## config.mk

```make
export PLATFORM = sky130hd
export DESIGN_NAME = game_ctrl
export DESIGN_NICKNAME = d
export VERILOG_FILES = /design/src/rtl/game_ctrl_pkg.sv /design/src/rtl/game_ctrl_score_counter.sv /design/src/rtl/game_ctrl.sv
export SDC_FILE = /design/constraint.sdc
export NUM_CORES = 1
export LEC_CHECK = 0
export ABC_CLOCK_PERIOD_IN_PS = 3470
export CAP_MARGIN = 20
export CORE_MARGIN = 1
export CORE_UTILIZATION = 35
export DETAILED_ROUTE_END_ITERATION = 7
export MAX_ROUTING_LAYER = met4
export PLACE_DENSITY_LB_ADDON = 0.08
export RECOVER_POWER = 25
export SYNTH_ARGS = -nofsm -noshare
export SYNTH_HDL_FRONTEND = slang
export SYNTH_SLANG_ARGS = --single-unit
```

## constraint.sdc

```tcl
create_clock -name clk -period 3.47 [get_ports clk]
set_input_delay 0.5205 -clock clk [delete_from_list [all_inputs] [get_ports clk]]
set_output_delay 0.5205 -clock clk [all_outputs]
set_load 0.05 [all_outputs]
```

## src/rtl/game_ctrl_pkg.sv

```systemverilog
// Shared types and defaults for the game controller.
package game_ctrl_pkg;

  localparam int unsigned X_W     = 10;
  localparam int unsigned SCORE_W = 4;
  localparam int unsigned CNT_W   = 8;

  localparam int unsigned GOAL_LEFT_DEF   = 25;
  localparam int unsigned GOAL_RIGHT_DEF  = 610;
  localparam int unsigned WIN_SCORE_DEF   = 9;
  localparam int unsigned SERVE_TICKS_DEF = 60;

  typedef enum logic [1:0] {
    ST_IDLE  = 2'd0,
    ST_SERVE = 2'd1,
    ST_PLAY  = 2'd2,
    ST_OVER  = 2'd3
  } state_t;

  typedef enum logic [1:0] {
    WIN_NONE = 2'b00,
    WIN_P1   = 2'b01,
    WIN_P2   = 2'b10
  } winner_t;

endpackage

```

## src/rtl/game_ctrl_score_counter.sv

```systemverilog
// Per-player score register with synchronous clear and increment enable.
module score_counter #(
  parameter int unsigned W = 4
) (
  input  logic         clk,
  input  logic         reset,
  input  logic         clr,
  input  logic         inc,
  output logic [W-1:0] count
);

  // Clear wins over increment; reset is synchronous active-low.
  always_ff @(posedge clk) begin
    if (!reset)      count <= '0;
    else if (clr)    count <= '0;
    else if (inc)    count <= count + W'(1);
  end

endmodule

```

## src/rtl/game_ctrl.sv

```systemverilog
// Game flow controller: start, serve hold, rally, scoring and game over.
module game_ctrl
  import game_ctrl_pkg::*;
#(
  parameter int unsigned GOAL_LEFT   = GOAL_LEFT_DEF,
  parameter int unsigned GOAL_RIGHT  = GOAL_RIGHT_DEF,
  parameter int unsigned WIN_SCORE   = WIN_SCORE_DEF,
  parameter int unsigned SERVE_TICKS = SERVE_TICKS_DEF
) (
  input  logic               clk,
  input  logic               reset,
  input  logic               tick,
  input  logic               start,
  input  logic [X_W-1:0]     ball_x,
  output logic [SCORE_W-1:0] p1_score,
  output logic [SCORE_W-1:0] p2_score,
  output logic               ball_en,
  output logic               ball_restart,
  output logic               serve_dir,
  output logic [1:0]         winner
);

  state_t             state_q, state_d;
  logic [CNT_W-1:0]   cnt_q, cnt_d;
  logic               start_q;
  logic               start_evt_c;
  logic               dir_d, en_d, restart_d;
  winner_t            win_q, win_d;
  logic               p1_inc, p2_inc, clr;
  logic [SCORE_W-1:0] p1_next, p2_next;

  assign start_evt_c = start & ~start_q;
  assign p1_next     = p1_score + SCORE_W'(1);
  assign p2_next     = p2_score + SCORE_W'(1);
  assign winner      = win_q;

  // State register.
  always_ff @(posedge clk) begin
    if (!reset) state_q <= ST_IDLE;
    else        state_q <= state_d;
  end

  // Next-state, serve counter and scoring decisions.
  always_comb begin
    state_d = state_q;
    cnt_d   = cnt_q;
    dir_d   = serve_dir;
    win_d   = win_q;
    p1_inc  = 1'b0;
    p2_inc  = 1'b0;
    clr     = 1'b0;
    case (state_q)
      ST_IDLE: begin
        if (start_evt_c) state_d = ST_SERVE;
      end
      ST_SERVE: begin
        if (tick) begin
          if (cnt_q == CNT_W'(SERVE_TICKS - 1)) state_d = ST_PLAY;
          else                                  cnt_d   = cnt_q + CNT_W'(1);
        end
      end
      ST_PLAY: begin
        if (tick) begin
          if (ball_x < X_W'(GOAL_LEFT)) begin
            p2_inc = 1'b1;
            dir_d  = 1'b0;
            if (p2_next == SCORE_W'(WIN_SCORE)) begin
              state_d = ST_OVER;
              win_d   = WIN_P2;
            end else begin
              state_d = ST_SERVE;
            end
          end else if (ball_x > X_W'(GOAL_RIGHT)) begin
            p1_inc = 1'b1;
            dir_d  = 1'b1;
            if (p1_next == SCORE_W'(WIN_SCORE)) begin
              state_d = ST_OVER;
              win_d   = WIN_P1;
            end else begin
              state_d = ST_SERVE;
            end
          end
        end
      end
      ST_OVER: begin
        if (start_evt_c) begin
          clr     = 1'b1;
          win_d   = WIN_NONE;
          state_d = ST_SERVE;
        end
      end
      default: state_d = ST_IDLE;
    endcase
    // Every entry into SERVE restarts the hold count and recentres the ball.
    restart_d = (state_d == ST_SERVE) && (state_q != ST_SERVE);
    if (restart_d) cnt_d = '0;
    en_d = (state_d == ST_PLAY);
  end

  // Registered outputs and housekeeping registers.
  always_ff @(posedge clk) begin
    if (!reset) begin
      cnt_q        <= '0;
      start_q      <= 1'b0;
      serve_dir    <= 1'b0;
      win_q        <= WIN_NONE;
      ball_en      <= 1'b0;
      ball_restart <= 1'b0;
    end else begin
      cnt_q        <= cnt_d;
      start_q      <= start;
      serve_dir    <= dir_d;
      win_q        <= win_d;
      ball_en      <= en_d;
      ball_restart <= restart_d;
    end
  end

  score_counter #(.W(SCORE_W)) u_p1 (
    .clk   (clk),
    .reset (reset),
    .clr   (clr),
    .inc   (p1_inc),
    .count (p1_score)
  );

  score_counter #(.W(SCORE_W)) u_p2 (
    .clk   (clk),
    .reset (reset),
    .clr   (clr),
    .inc   (p2_inc),
    .count (p2_score)
  );

endmodule
```

Word level (Yosys, flattened, before mapping). Index checks and enable logic that the tools add are counted.

Register bits after elaboration: 24. Input port bits: 14.

Mux-type cells: 27. Add/subtract/negate cells: 3. Magnitude comparators: 2. Equality and inequality tests: 14. Bitwise gates (word level): 4. Reduce and logical (&&, ||, !) cells: 10.

Operator list (count): 2-bit two-way mux (14); 1-bit two-way mux (11); 10-bit greater-than comparator (second input constant) (1); 10-bit by 5-bit < comparator with 1-bit output (second input constant) (1); 3-bit inequality test (second input constant) (3); 4-bit by 1-bit adder with 4-bit output (second input constant) (2); 8-bit by 1-bit adder with 8-bit output (second input constant) (1); 4-bit == test (second input constant) (2); 8-bit by 6-bit == test with 1-bit output (second input constant) (1); 2-bit == test (second input constant) (3); 2-bit case mux with 3 select lines (1); 3-bit AND reduction (2); 6-bit AND reduction (1); 2-bit OR reduction (3); 2-bit by 1-bit == test with 1-bit output (second input constant) (2); 2-bit inequality test (second input constant) (2); 2-bit case mux with 2 select lines (1); 2-bit nonzero test (2); 1-bit NOT (3); 2-bit zero test (1); 2-bit by 1-bit inequality test with 1-bit output (second input constant) (1); 1-bit bitwise AND (1); 1-bit logical AND (1).

Logic depth before layout (Yosys ltp).
Depth after elaboration: 10. Gate-level depth with buffers: 8.

Hierarchy. A second synthesis with hierarchy kept.

Cell total of the unflattened synthesis: 144. Area total of the unflattened synthesis: 1410.1 sq um.

Modules (own cells, without submodules): game_ctrl (cells an instance 110, area an instance 1047.3 sq um, instances 1); score_counter (cells an instance 17, area an instance 181.4 sq um, instances 2).

Least setup slack after synthesis. No wires, ideal clock.

Path kind: in2reg. Start point: in ball_x[8]. End point: reg cnt_q[0]. Data arrival time: 1.913 ns. Path buffers: 1. Stages: 6. Data required time: 3.337 ns. Setup slack: 1.423 ns. Path through: or4_4 > nor3_4 > a211oi_1 > o32ai_2 > buf_6 > a311oi_1.

Cells in the longest elaborated chain, start to end: 8. Elaborated cells on any way between the ends: 9. Those cells by class: order compare: 2; eq/ne: 1; mux: 4; reduce/logical: 2.

Ends and longest elaborated chain: start: declaration (line game_ctrl.sv:14) `input logic [X_W-1:0] ball_x,`; 10-bit greater-than comparator (line game_ctrl.sv:73) `end else if (ball_x > X_W'(GOAL_RIGHT)) begin`; 2-bit two-way mux (line game_ctrl.sv:73); 2-bit two-way mux (*) (line game_ctrl.sv:64) `if (ball_x < X_W'(GOAL_LEFT)) begin`; 2-bit two-way mux (*) (line game_ctrl.sv:63) `if (tick) begin`; 2-bit case mux with 3 select lines (*) (line game_ctrl.sv:52) `case (state_q)`; 2-bit by 1-bit == test with 1-bit output (*) (line game_ctrl.sv:95) `restart_d = (state_d == ST_SERVE) && (state_q != ST_SERVE);`; 1-bit logical AND (*) (line game_ctrl.sv:95); 2-bit OR reduction (no line) (*); end signal: assignment (line game_ctrl.sv:110) `cnt_q <= cnt_d;`; end: declaration (line game_ctrl.sv:24) `logic [CNT_W-1:0] cnt_q, cnt_d;`.

Every way passes the cells marked *; elsewhere a longest branch is shown, timed or not. A chain may end at the register's enable or synchronous reset.

Final worst setup path.
Start point: in ball_x[5]. End point: reg u_p1.count[3].

Cells in the longest elaborated chain, start to end: 5. Elaborated cells on any way between the ends: 6. Those cells by class: order compare: 2; mux: 4.

Ends and longest elaborated chain: 10-bit greater-than comparator (line game_ctrl.sv:73); 1-bit two-way mux (line game_ctrl.sv:73); 1-bit two-way mux (*) (line game_ctrl.sv:64); 1-bit two-way mux (*) (line game_ctrl.sv:63); 1-bit two-way mux (*) (line game_ctrl.sv:52); end signal: assignment (line game_ctrl_score_counter.sv:16) `else if (inc) count <= count + W'(1);`; end: declaration (line game_ctrl_score_counter.sv:9) `output logic [W-1:0] count`.

Marks and branches as above.

==> metrics.md <==
| Metric | Value |
|---|---|
| Drt pass-1 iters | `4` |
| Slew headroom | `between 50% and 60%` |
| Static Leak | `around 0.00067 µW` |
| Post-DP HPWL | `~2.3 mm` |
| DR iter-0 viols | `between 40 and 50` |
| Number of global-route vias before repair | `roughly 1.2k` |
| # setup viols final | `0` |
| RD Place Congestion | `~0.8` |
| Worst path top cell family by delay | `compound AO/OA/AOI/OAI gates` |
| Bufs on Longest Clock Path | `2` |
| Final Hold Fails | `0` |
| Critical Path Max Stage Delay | `640 ps` |
| Compound-Gate Fraction of Synth Area | `23.0%` |
| Routed wire length | `~3.1 mm` |
| Setup crit end kind | `flip-flop` |
| Post-CTS Setup Inserts | `0` |
| Largest family of logic cells by synthesized area | `compound AO/OA/AOI/OAI gates` |
| Vias per cell | `~5.4` |
| Sink Count | `24` |
| Antenna violations before repair | `0` |
| Clock skew | `between 2 and 3 ps` |
| Largest net degree at the start of global routing | `15` |
| Data required, critical path | `about 3700 ps` |
| Slew Viols, Final | `0` |
| Nets@finish | `~200` |
| Worst skew pair latency | `around 270 ps` |
| Core area | `between 3000 and 4000 µm²` |
| All-Layer GR Usage | `between 10% and 20%` |
| Ports | `27` |
| TritonCTS buffer count | `3` |
| Post-CTS Hold Fix Bufs | `0` |
| Synth area leaders | `dfxtp_1 34%, ha_1 8.0%, a311oi_1 5.6%, xor2_1 5.6%, inv_1 3.5%` |
| Leading cell types in the layout, fill and taps excluded | `24 x dfxtp_1, 18 x clkdlybuf4s50_1, 13 x inv_1` |
| Data arrival, critical path | `about 2800 ps` |
| Die W | `around 65 µm` |
| Worst-path fanout max | `6` |
| Routed length per instance | `approximately 14 µm` |
| Commonest non-fill, non-tap cell in the layout | `dfxtp_1` |
| Hold WC Path Type | `reg2reg` |
| Seq cells post-synth | `24` |
| Power Dens Cells | `between 300 and 400 nW/µm²` |
| Reg clk slew, reported paths | `about 90 ps` |
| Min Hold Slack | `~470 ps` |
| P&R area growth vs syn | `26.8%` |
| Worst Max-Slew Pin Slew | `between 600 and 700 ps` |
| CTS tree | `yes` |
| RSZ-0062 raised after global routing | `no` |
| Distinct cell type count after synthesis | `46` |
| Peak supply drop | `between 0.2 and 0.3 mV` |
| Antenna cells | `0` |
| Share of layout cells above drive strength 1 | `roughly 6.6%` |
| First-pass GRT wire length | `approximately 5.4 mm` |
| Number of nets with antenna violations after routing | `0` |
| CTS root buffer | `clkbuf_8` |
| Post-cts gate resize count | `0` |
| Die Span Y | `around 65 µm` |
| Area leader, netlist | `dfxtp_1` |
| Syn Nets | `approximately 180` |
| Cell Rows | `22` |
| Fmax | `between 300 and 400 MHz` |
| Initial Utilization | `37.4%` |
| DR vias | `around 1.2k` |
| Simple-gate share of the synthesized area | `20.6%` |
| Total Neg Setup Slack | `0 ps` |
| Max cap viols | `0` |
| Sequential area share after synthesis | `34.3%` |
| Worst path most repeated cell | `a211oi_1` |
| Htree depth | `1` |
| Ys flop type | `dfxtp_1` |
| EDFF count, synth | `0` |
| Status | `completed` |
| Drt drc | `0` |
| CP max-delay cell | `dlygate4sd3_1` |
| Die ar. | `around 4300 µm²` |
| I/O Buffers | `26` |
| Post-Synthesis Cells | `around 150` |
| Post-synthesis xor/xnor area fraction | `a little under 7%` |
| Synth Cell Area | `around 1400 µm²` |
| Top cell type's share of synthesized area | `34.3%` |
| Warnings, synthesis | `0` |
| Worst path buffer plus inverter count | `1` |
| Ys async rst share | `0%` |
| GR Overflow Total | `0` |
| WS Path Type | `in2reg` |
| Critical Path Start Type | `input pin` |
| Period utilization | `between 70% and 80%` |
| Syn_area_per_cell | `just over 9 µm²` |
| Worst path cell trace | `dlygate4sd3_1 -> a211oi_1 -> a211oi_1 -> nand3_1 -> or3_1 -> a21oi_1` |
| Crit path time final | `~2600 ps` |
| Post-Synth Adder-Cell Area | `under 10%` |
| Mux contribution to synthesized area | `under 10%` |
-- Yosys cell counts, types with 2 or more instances --
library cell   n
dfxtp_1       24
inv_1         13
nor2_1        11
a311oi_1       9
ha_1           9
xor2_1         9
nand2_1        7
o21ai_0        6
a21oi_1        5
nand3_1        5
nand4_1        5
a211oi_1       3
and3_1         3
mux2i_1        3
nand2b_1       3
a31oi_1        2
and2_1         2
and4_1         2
clkbuf_1       2
nor3_1         2
o211ai_1       2
o31a_1         2
xnor2_1        2
-- flip-flops by register name, summed over array words and instances (netlist names) --
| name | flops |
|---|---|
| u_p1.count | 4 |
| winner | 2 |
| state_q | 2 |
| serve_dir | 1 |
| u_p2.count | 4 |
| ball_restart | 1 |
| cnt_q | 8 |
| ball_en | 1 |
| start_q | 1 |
-- routing by layer --
metal  share of wire [%]  track usage (%)
met2                  48             26.4
met3                 2.1             4.17
met4                0.58             3.80
met1                  50             20.8
met5                   0                -
-- report_power, final --
| group | total (µW) | internal, µW | switching (µW) | leakage, µW |
|---|---|---|---|---|
| clock | 245 | 154 | 90.8 | 0.0000357 |
| combinational | 74.8 | 29.2 | 45.6 | 0.000436 |
| sequential | 284 | 280 | 4.30 | 0.000194 |
-- kinds of logic after synthesis --
kind of cell	after synthesis
simple gates	49
compound gates	41
flops	24
buf+inv	17
xor+xnor	11
fa+ha+maj	9
mux	3
-- through the flow --
| stage | cell area (µm²) | util [%] | power [µW] | std cells | setup slack [ps] |
|---|---|---|---|---|---|
| 3_3_place_gp | 1710 | 45.7 | 365 | 226 | 868 |
| 2_1_floorplan | 1400 | - | 334 | 154 | 1420 |
| 3_5_place_dp | 1710 | 45.7 | 366 | 226 | 782 |
| 6_report | 1780 | 47.4 | 604 | 230 | 892 |
| 5_1_grt | 1780 | 47.4 | 632 | 230 | 717 |
| 4_1_cts | 1780 | 47.6 | 616 | 230 | 1080 |
-- final timing paths --
kind | from | end | slack [ps] | cells after the start
setup / recovery | ball_x[5] | u_p1.count[3]$_SDFFE_PP0P_ | 890 | 6
hold reg to reg | serve_dir$_SDFFE_PN0P_ | serve_dir$_SDFFE_PN0P_ | 470 | 2
setup reg to reg | cnt_q[0]$_SDFFE_PP0P_ | cnt_q[4]$_SDFFE_PP0P_ | 1460 | 6
hold / removal | serve_dir$_SDFFE_PN0P_ | serve_dir$_SDFFE_PN0P_ | 470 | 2
-- final cells by class --
type	count	area (µm²)
Fill cell	375	1970
Multi-Input combinational cell	113	843
Sequential cell	24	480
Timing Repair Buffer	27	268
Tap cell	48	60.1
Inverter	14	52.6
Clock buffer	3	41.3
Clock inverter	1	30.0
-- worst register-to-register path, delay by kind of cell (launching register included) --
kind	cells	cell delay [ps]
adder cells (fa/ha/maj)	1	260
AO/OA/AOI/OAI	2	580
AND/OR/NAND/NOR	3	650
flip-flops	1	440
Power figures use the tool's default switching activity.
